--- src/rtl/dff_pkg.sv ---
// Shared types and constants for the flip-flop q-stream deserializer.
// Latency: n/a (declarations only).
// Backpressure: n/a (declarations only).
package dff_pkg;

    typedef enum logic [1:0] {
        IDLE,
        DATA,
        STOP,
        BREAK
    } deser_state_e;

    localparam int   DESER_WIDTH_DEFAULT = 8;
    localparam logic START_BIT           = 1'b0;
    localparam logic STOP_BIT            = 1'b1;

endpackage

--- src/rtl/dff_q_deserializer.sv ---
// Frames the sampled q stream as start/WIDTH data (LSB first)/stop words into a one-entry output register.
// Latency: start bit at edge N -> out_valid after edge N+WIDTH+1.
// Backpressure: held word is stable while !out_ready; a new good word arriving while full is dropped (sticky overrun).
//
// Ports:
//   clk, rst      - clock, asynchronous active-high reset
//   q_in          - serial bit stream, sampled every posedge
//   clr_ovr       - synchronous clear of the sticky overrun flag (set wins)
//   out_valid/out_ready/data_out - valid/ready word output, bit 0 = first data bit
//   frame_err     - one-cycle pulse when a stop bit is sampled low
//   overrun       - sticky dropped-word flag
//   busy          - FSM not in IDLE (registered with the state)
module dff_q_deserializer
    import dff_pkg::*;
#(
    parameter int WIDTH = DESER_WIDTH_DEFAULT
) (
    input  logic             clk,
    input  logic             rst,
    input  logic             q_in,
    input  logic             clr_ovr,
    input  logic             out_ready,
    output logic             out_valid,
    output logic [WIDTH-1:0] data_out,
    output logic             frame_err,
    output logic             overrun,
    output logic             busy
);

    localparam int CNT_W = $clog2(WIDTH);

    deser_state_e     state;
    deser_state_e     state_d;
    logic [CNT_W-1:0] cnt;
    logic [WIDTH-1:0] shreg;

    logic start_det;
    logic shift_en;
    logic load_word;
    logic drop_word;
    logic bad_stop;

    // Next-state and per-cycle action decode.
    always_comb begin
        state_d   = state;
        start_det = 1'b0;
        shift_en  = 1'b0;
        load_word = 1'b0;
        drop_word = 1'b0;
        bad_stop  = 1'b0;
        case (state)
            IDLE: begin
                if (q_in == START_BIT) begin
                    start_det = 1'b1;
                    state_d   = DATA;
                end
            end
            DATA: begin
                shift_en = 1'b1;
                if (cnt == CNT_W'(WIDTH - 1)) begin
                    state_d = STOP;
                end
            end
            STOP: begin
                if (q_in == STOP_BIT) begin
                    // The holding register is free if empty or being drained on this same edge.
                    if (!out_valid || out_ready) begin
                        load_word = 1'b1;
                    end else begin
                        drop_word = 1'b1;
                    end
                    state_d = IDLE;
                end else begin
                    bad_stop = 1'b1;
                    state_d  = BREAK;
                end
            end
            BREAK: begin
                // Only a return to the idle (high) level re-arms start detection.
                if (q_in == STOP_BIT) begin
                    state_d = IDLE;
                end
            end
            default: begin
                state_d = IDLE;
            end
        endcase
    end

    always_ff @(posedge clk or posedge rst) begin
        if (rst) begin
            state     <= IDLE;
            busy      <= 1'b0;
            cnt       <= '0;
            shreg     <= '0;
            out_valid <= 1'b0;
            data_out  <= '0;
            frame_err <= 1'b0;
            overrun   <= 1'b0;
        end else begin
            state     <= state_d;
            busy      <= (state_d != IDLE);
            frame_err <= bad_stop;

            if (start_det) begin
                cnt <= '0;
            end else if (shift_en) begin
                shreg[cnt] <= q_in;
                cnt        <= cnt + 1'b1;
            end

            if (load_word) begin
                data_out  <= shreg;
                out_valid <= 1'b1;
            end else if (out_valid && out_ready) begin
                out_valid <= 1'b0;
            end

            if (drop_word) begin
                overrun <= 1'b1;
            end else if (clr_ovr) begin
                overrun <= 1'b0;
            end
        end
    end

endmodule

--- config.mk ---
export PLATFORM = sky130hd
export DESIGN_NAME = dff_q_deserializer
export DESIGN_NICKNAME = d
export VERILOG_FILES = /design/src/rtl/dff_pkg.sv /design/src/rtl/dff_q_deserializer.sv
export SDC_FILE = /design/constraint.sdc
export NUM_CORES = 1
export LEC_CHECK = 0
export CAP_MARGIN = 25
export CORE_MARGIN = 2
export CORE_UTILIZATION = 45
export CTS_BUF_LIST = sky130_fd_sc_hd__clkbuf_4 sky130_fd_sc_hd__clkbuf_8
export CTS_CLUSTER_SIZE = 28
export DETAILED_ROUTE_END_ITERATION = 16
export DONT_BUFFER_PORTS = 1
export GPL_ROUTABILITY_DRIVEN = 0
export GPL_TIMING_DRIVEN = 0
export PLACE_DENSITY = 0.63
export SLEW_MARGIN = 0
export SYNTH_ARGS = -nofsm -noshare
export SYNTH_HDL_FRONTEND = slang
export SYNTH_SLANG_ARGS = --single-unit
--- constraint.sdc ---
create_clock -name clk -period 2.3 [get_ports clk]
set_clock_uncertainty 0.05 [all_clocks]
set_input_delay 0.23 -clock clk [delete_from_list [all_inputs] [get_ports clk]]
set_output_delay 0.23 -clock clk [all_outputs]
set_load 0.005 [all_outputs]
Word-level counts from Yosys, hierarchy flattened:

Index checks and enable logic that the tools add are counted.

* register bits after elaboration: 25
* bits of input ports: 5
* logic and storage cells: 50

* add/subtract/negate cells: 1
* magnitude comparators: 2
* eq/ne operators: 4
* muxes and demuxes: 24
* bitwise gates (word level): 1
* reduce and logical (&&, ||, !) cells: 10

Operator list (number)
* $mux W1: 15
* $bwmux W8: 1
* $mux W2: 4
* $pmux W2 S4: 1
* $reduce_bool A2 Y1: 4
* $mux W3: 2
* $eq A2 B2 Y1 const B: 2
* $lt A3 B4 Y1 const B: 1
* $add A3 B1 Y3 const B: 1
* $demux W1 S3: 1
* $eq A3 B3 Y1 const B: 1
* $ge A3 B1 Y1 const B: 1
* $eq A2 B1 Y1 const B: 1
* $logic_and A1 B1 Y1: 2
* $logic_not A2 Y1: 1
* $reduce_and A2 Y1: 1
* $logic_not A1 Y1: 1
* $logic_or A1 B1 Y1: 1
* $not A1 Y1: 1

Longest topological paths before layout:

* word-level depth: 6
* gate-level depth with buffers: 4
* depth with buffers taken out: 4

Least setup slack after synthesis:

Ideal clock, no wire load.

* path type: register to register
* start: register state[0]
* end: register data_out[0]
* library setup time: 0.125 ns
* data arrival time: 1.156 ns
* required time: 2.125 ns
* path slack: 0.969 ns
* cell stages (with the launch flop): 5
* buffers on the path: 1
* clock period less this slack: 1.331 ns
* cell sequence: dfrtp_1 -> nand3b_1 -> nor2b_1 -> buf_4 -> mux2_2

* cells in the longest elaborated chain, start to end: 2

Ends and longest elaborated chain
* from (decl): line dff_q_deserializer.sv:32 `deser_state_e state;`
* from (signal assigned): line dff_q_deserializer.sv:101 `state <= state_d;`
* $eq A2 B2 Y1: line dff_q_deserializer.sv:51 `case (state)`
* $mux W1: line dff_q_deserializer.sv:51
* to (signal assigned): line dff_q_deserializer.sv:113 `data_out <= shreg;`
* to (decl): line dff_q_deserializer.sv:24 `output logic [WIDTH-1:0] data_out,`

Every way passes these cells.
A chain may end at the register's enable or synchronous reset.

Worst setup path in the final report:

* start: register cnt[0]
* end: register shreg[2]

* cells in the longest elaborated chain, start to end: 5
* elaborated cells between the ends (all ways): 6

Ends and longest elaborated chain
* from (decl): line dff_q_deserializer.sv:34 `logic [CNT_W-1:0] cnt;`
* from (signal assigned): line dff_q_deserializer.sv:109 `cnt <= cnt + 1'b1;`
* $lt A3 B4 Y1 (implied by the code) or $ge A3 B1 Y1 (tied branches): line dff_q_deserializer.sv:108 `shreg[cnt] <= q_in;`
* $logic_and A1 B1 Y1 (implied by the code): line dff_q_deserializer.sv:108
* $mux W1 (implied by the code): line dff_q_deserializer.sv:108
* $demux W1 S3 (*): line dff_q_deserializer.sv:108
* $bwmux W8 (*): line dff_q_deserializer.sv:108
* to (signal, indexed assignment): line dff_q_deserializer.sv:108
* to (decl): line dff_q_deserializer.sv:35 `logic [WIDTH-1:0] shreg;`

Mark *: on every way between the ends. The rest lies on a longest branch, timed or not.

==> run metrics <==
total gr overflow=0; Synth Area in Simple Gates=0.120; post-cts sizing count=0; Num CTS Buffers=3; pin slew with the least headroom to its limit=0.914 ns; terminus of the critical flop-to-flop path=shreg[2]; Max Root-Sink Buffers=2; initial antenna violation count=0; via count=578; DR pass1 iterations=4; unrepaired setup endpoints after global routing=false; R2R setup slack=0.84 ns; final setup fails=0; CP endpoint=shreg[2]; Adder-Cell Fraction of Synth Area=0.0244; data arrival time of the critical path=1.62 ns; setup slack after layout=0.843 ns; crit share post-route=0.634; diode count=0; post-route cell area=0.00111 mm^2; Non-Filler Instances=109; number of global-route vias before repair=538; Setup TNS Final=0 ns; die area=0.00268 mm^2; ratio of cells with drive above 1 in the final layout=0.247; largest net degree at the start of global routing=26; Syn Inst Count=75; post-synth top area share=0.610; Die Span Y=51.8 um; Crit Path Max Fanout=7; compound-cell area share of the yosys netlist=0.0439; DR DRC count=0; Core Util, Final=0.507; largest family of logic cells by synthesized area=multiplexers; register bit count reported by yosys=25; MaxCap Viol Count=0; pre-CTS setup slack=0.840 ns; vias per cell=5.30; Area after DPL=0.00106 mm^2; Post-synth EDFFs=0; placed cells=103; CTS tree=built; nets@finish=89; most frequent cells after synthesis=dfrtp_1 (25), mux2_2 (12), mux2_1 (4), nand2_1 (4); Skew-Pair Late Insertion Delay=0.31 ns; mux share of post-synthesis cell area=0.176; hold_ws=0.0543 ns; DRT Wirelength=1.46 mm; FF-to-FF Start=cnt[0]; Placeable Area=0.00219 mm^2; CTS H-tree depth=1; CP endpoint kind=flip-flop; leakage dissipation=0.502 nW; Syn Std Cell Area=0.00103 mm^2; Final Max Slew Viols=0; HPWL Detailed=996 um; initial DRC count=7; run status=finished clean; Power Dens Cells=1270 mW/mm^2; sequential area share after synthesis=0.610; # port buffers=0; Synth area leaders=dfrtp_1 (61%), mux2_2 (13%), mux2_1 (4.4%); first-pass GRT wire length=2.37 mm; WP data required=2.46 ns; Relative slew margins=0.390; Routed WL per cell=13.4 um; worst vdd ir=0.576 mV; Final Hold Fails=0; starting density of the core=0.468; xor-xnor portion of the synthesized cell area=0; most common cell in the synthesized netlist=dfrtp_1; min-delay worst type=in -> reg; Yosys Warn Count=0; total track usage=0.126; total power draw=1.42 mW; post-detailed-route count of antenna-violating nets=0; Max Fclk=686 MHz; Critical path origin=cnt[0]; Root Buffer=clkbuf_4; Most used DFF post-synth=dfrtp_1; Std-Cell Rows=17; Mapped Nets=82; r2r worst-path depth=3; minimum clock period=1.46 ns; Synth Area per Inst=13.7 um^2; cell taking the most area after synthesis=dfrtp_1; Async S/R FF share, synth=1.00; die width=51.8 um; element type at the critical path start=flip-flop; clock sinks=25; Syn-to-layout area delta=8.29%; Yosys cell types=23; io pins=17; Worst-path clk slew=0.13 ns; Worst Setup Path Type=reg -> reg
==> how the worst min path moves through the flow <==
| stage | start | to | slack (ns) | depth (start not counted) |
|---|---|---|---|---|
| final | q_in | out_valid | 0.05 | 2 |
| after global routing | q_in | out_valid | 0.07 | 2 |
| after global placement | clr_ovr | overrun | 0.29 | 1 |
| after detailed placement | clr_ovr | overrun | 0.30 | 1 |
| after CTS | q_in | out_valid | 0.05 | 2 |
| after floorplan | rst | busy | 0.21 | 1 |
==> cell usage in the layout (no fill, tap or decap), drive strengths merged <==
cell type / instances
mux2: 16
nand2: 4
inv: 3
dfrtp: 25
o22ai: 1
buf: 2
nor2b: 2
clkbuf: 5
a22o: 2
nor2: 2
ha: 2
nand2b: 2
a21o: 2
nand3b: 3
nand4b: 2
and2: 1
dlygate4sd3: 2
nand3: 2
nor3b: 1
nand4: 1
o21ai: 1
==> where the power goes <==
group          switching, mW  internal [mW]
combinational          0.170          0.258
sequential             0.155          0.632
clock                  0.121         0.0796
==> timing repair <==
action                                 in CTS  in global routing
hold buffers                                2                  0
endpoints found under the hold margin      26                  0
buffers inserted                            0                  0
setup endpoints to repair                   0                  0
==> layer usage <==
metal  GRT usage  share of wire  routed length (um)  vias to the layer above
met2       0.171           0.46                 665                       13
met3      0.0287          0.049                  71                        4
met1       0.164           0.46                 668                      287
met5           0              0                   0                        -
li1            -              -                   -                      274
met4       0.118          0.038                  55                        0
==> area by class of cell <==
cell class                 count  area [um^2]
tap                           28         35.0
sequential                    25          626
clock buffer                   4         30.0
multi-input combinational     44          373
buffer                         3         16.3
inverter                       3         11.3
timing repair buffer           2         20.0
fill                         202         1080
==> state kept, by name (all words and copies together), names as in the netlist <==
signal	flops
frame_err	1
state	2
out_valid	1
shreg	8
cnt	3
overrun	1
busy	1
data_out	8
==> cell families after synthesis <==
group / count (synthesis)
and+or+nand+nor: 20
buffers and inverters: 6
muxes: 16
DFF: 25
AOI/OAI and AO/OA: 6
adders and majority gates: 2
==> worst max-delay path: stages, from the launching register on <==
cell and delay, ns:
dfrtp_1 0.48, nor3b_2 0.37, nand3b_1 0.14, mux2_1 0.32
Note: power is estimated with default switching activity, not from simulation.
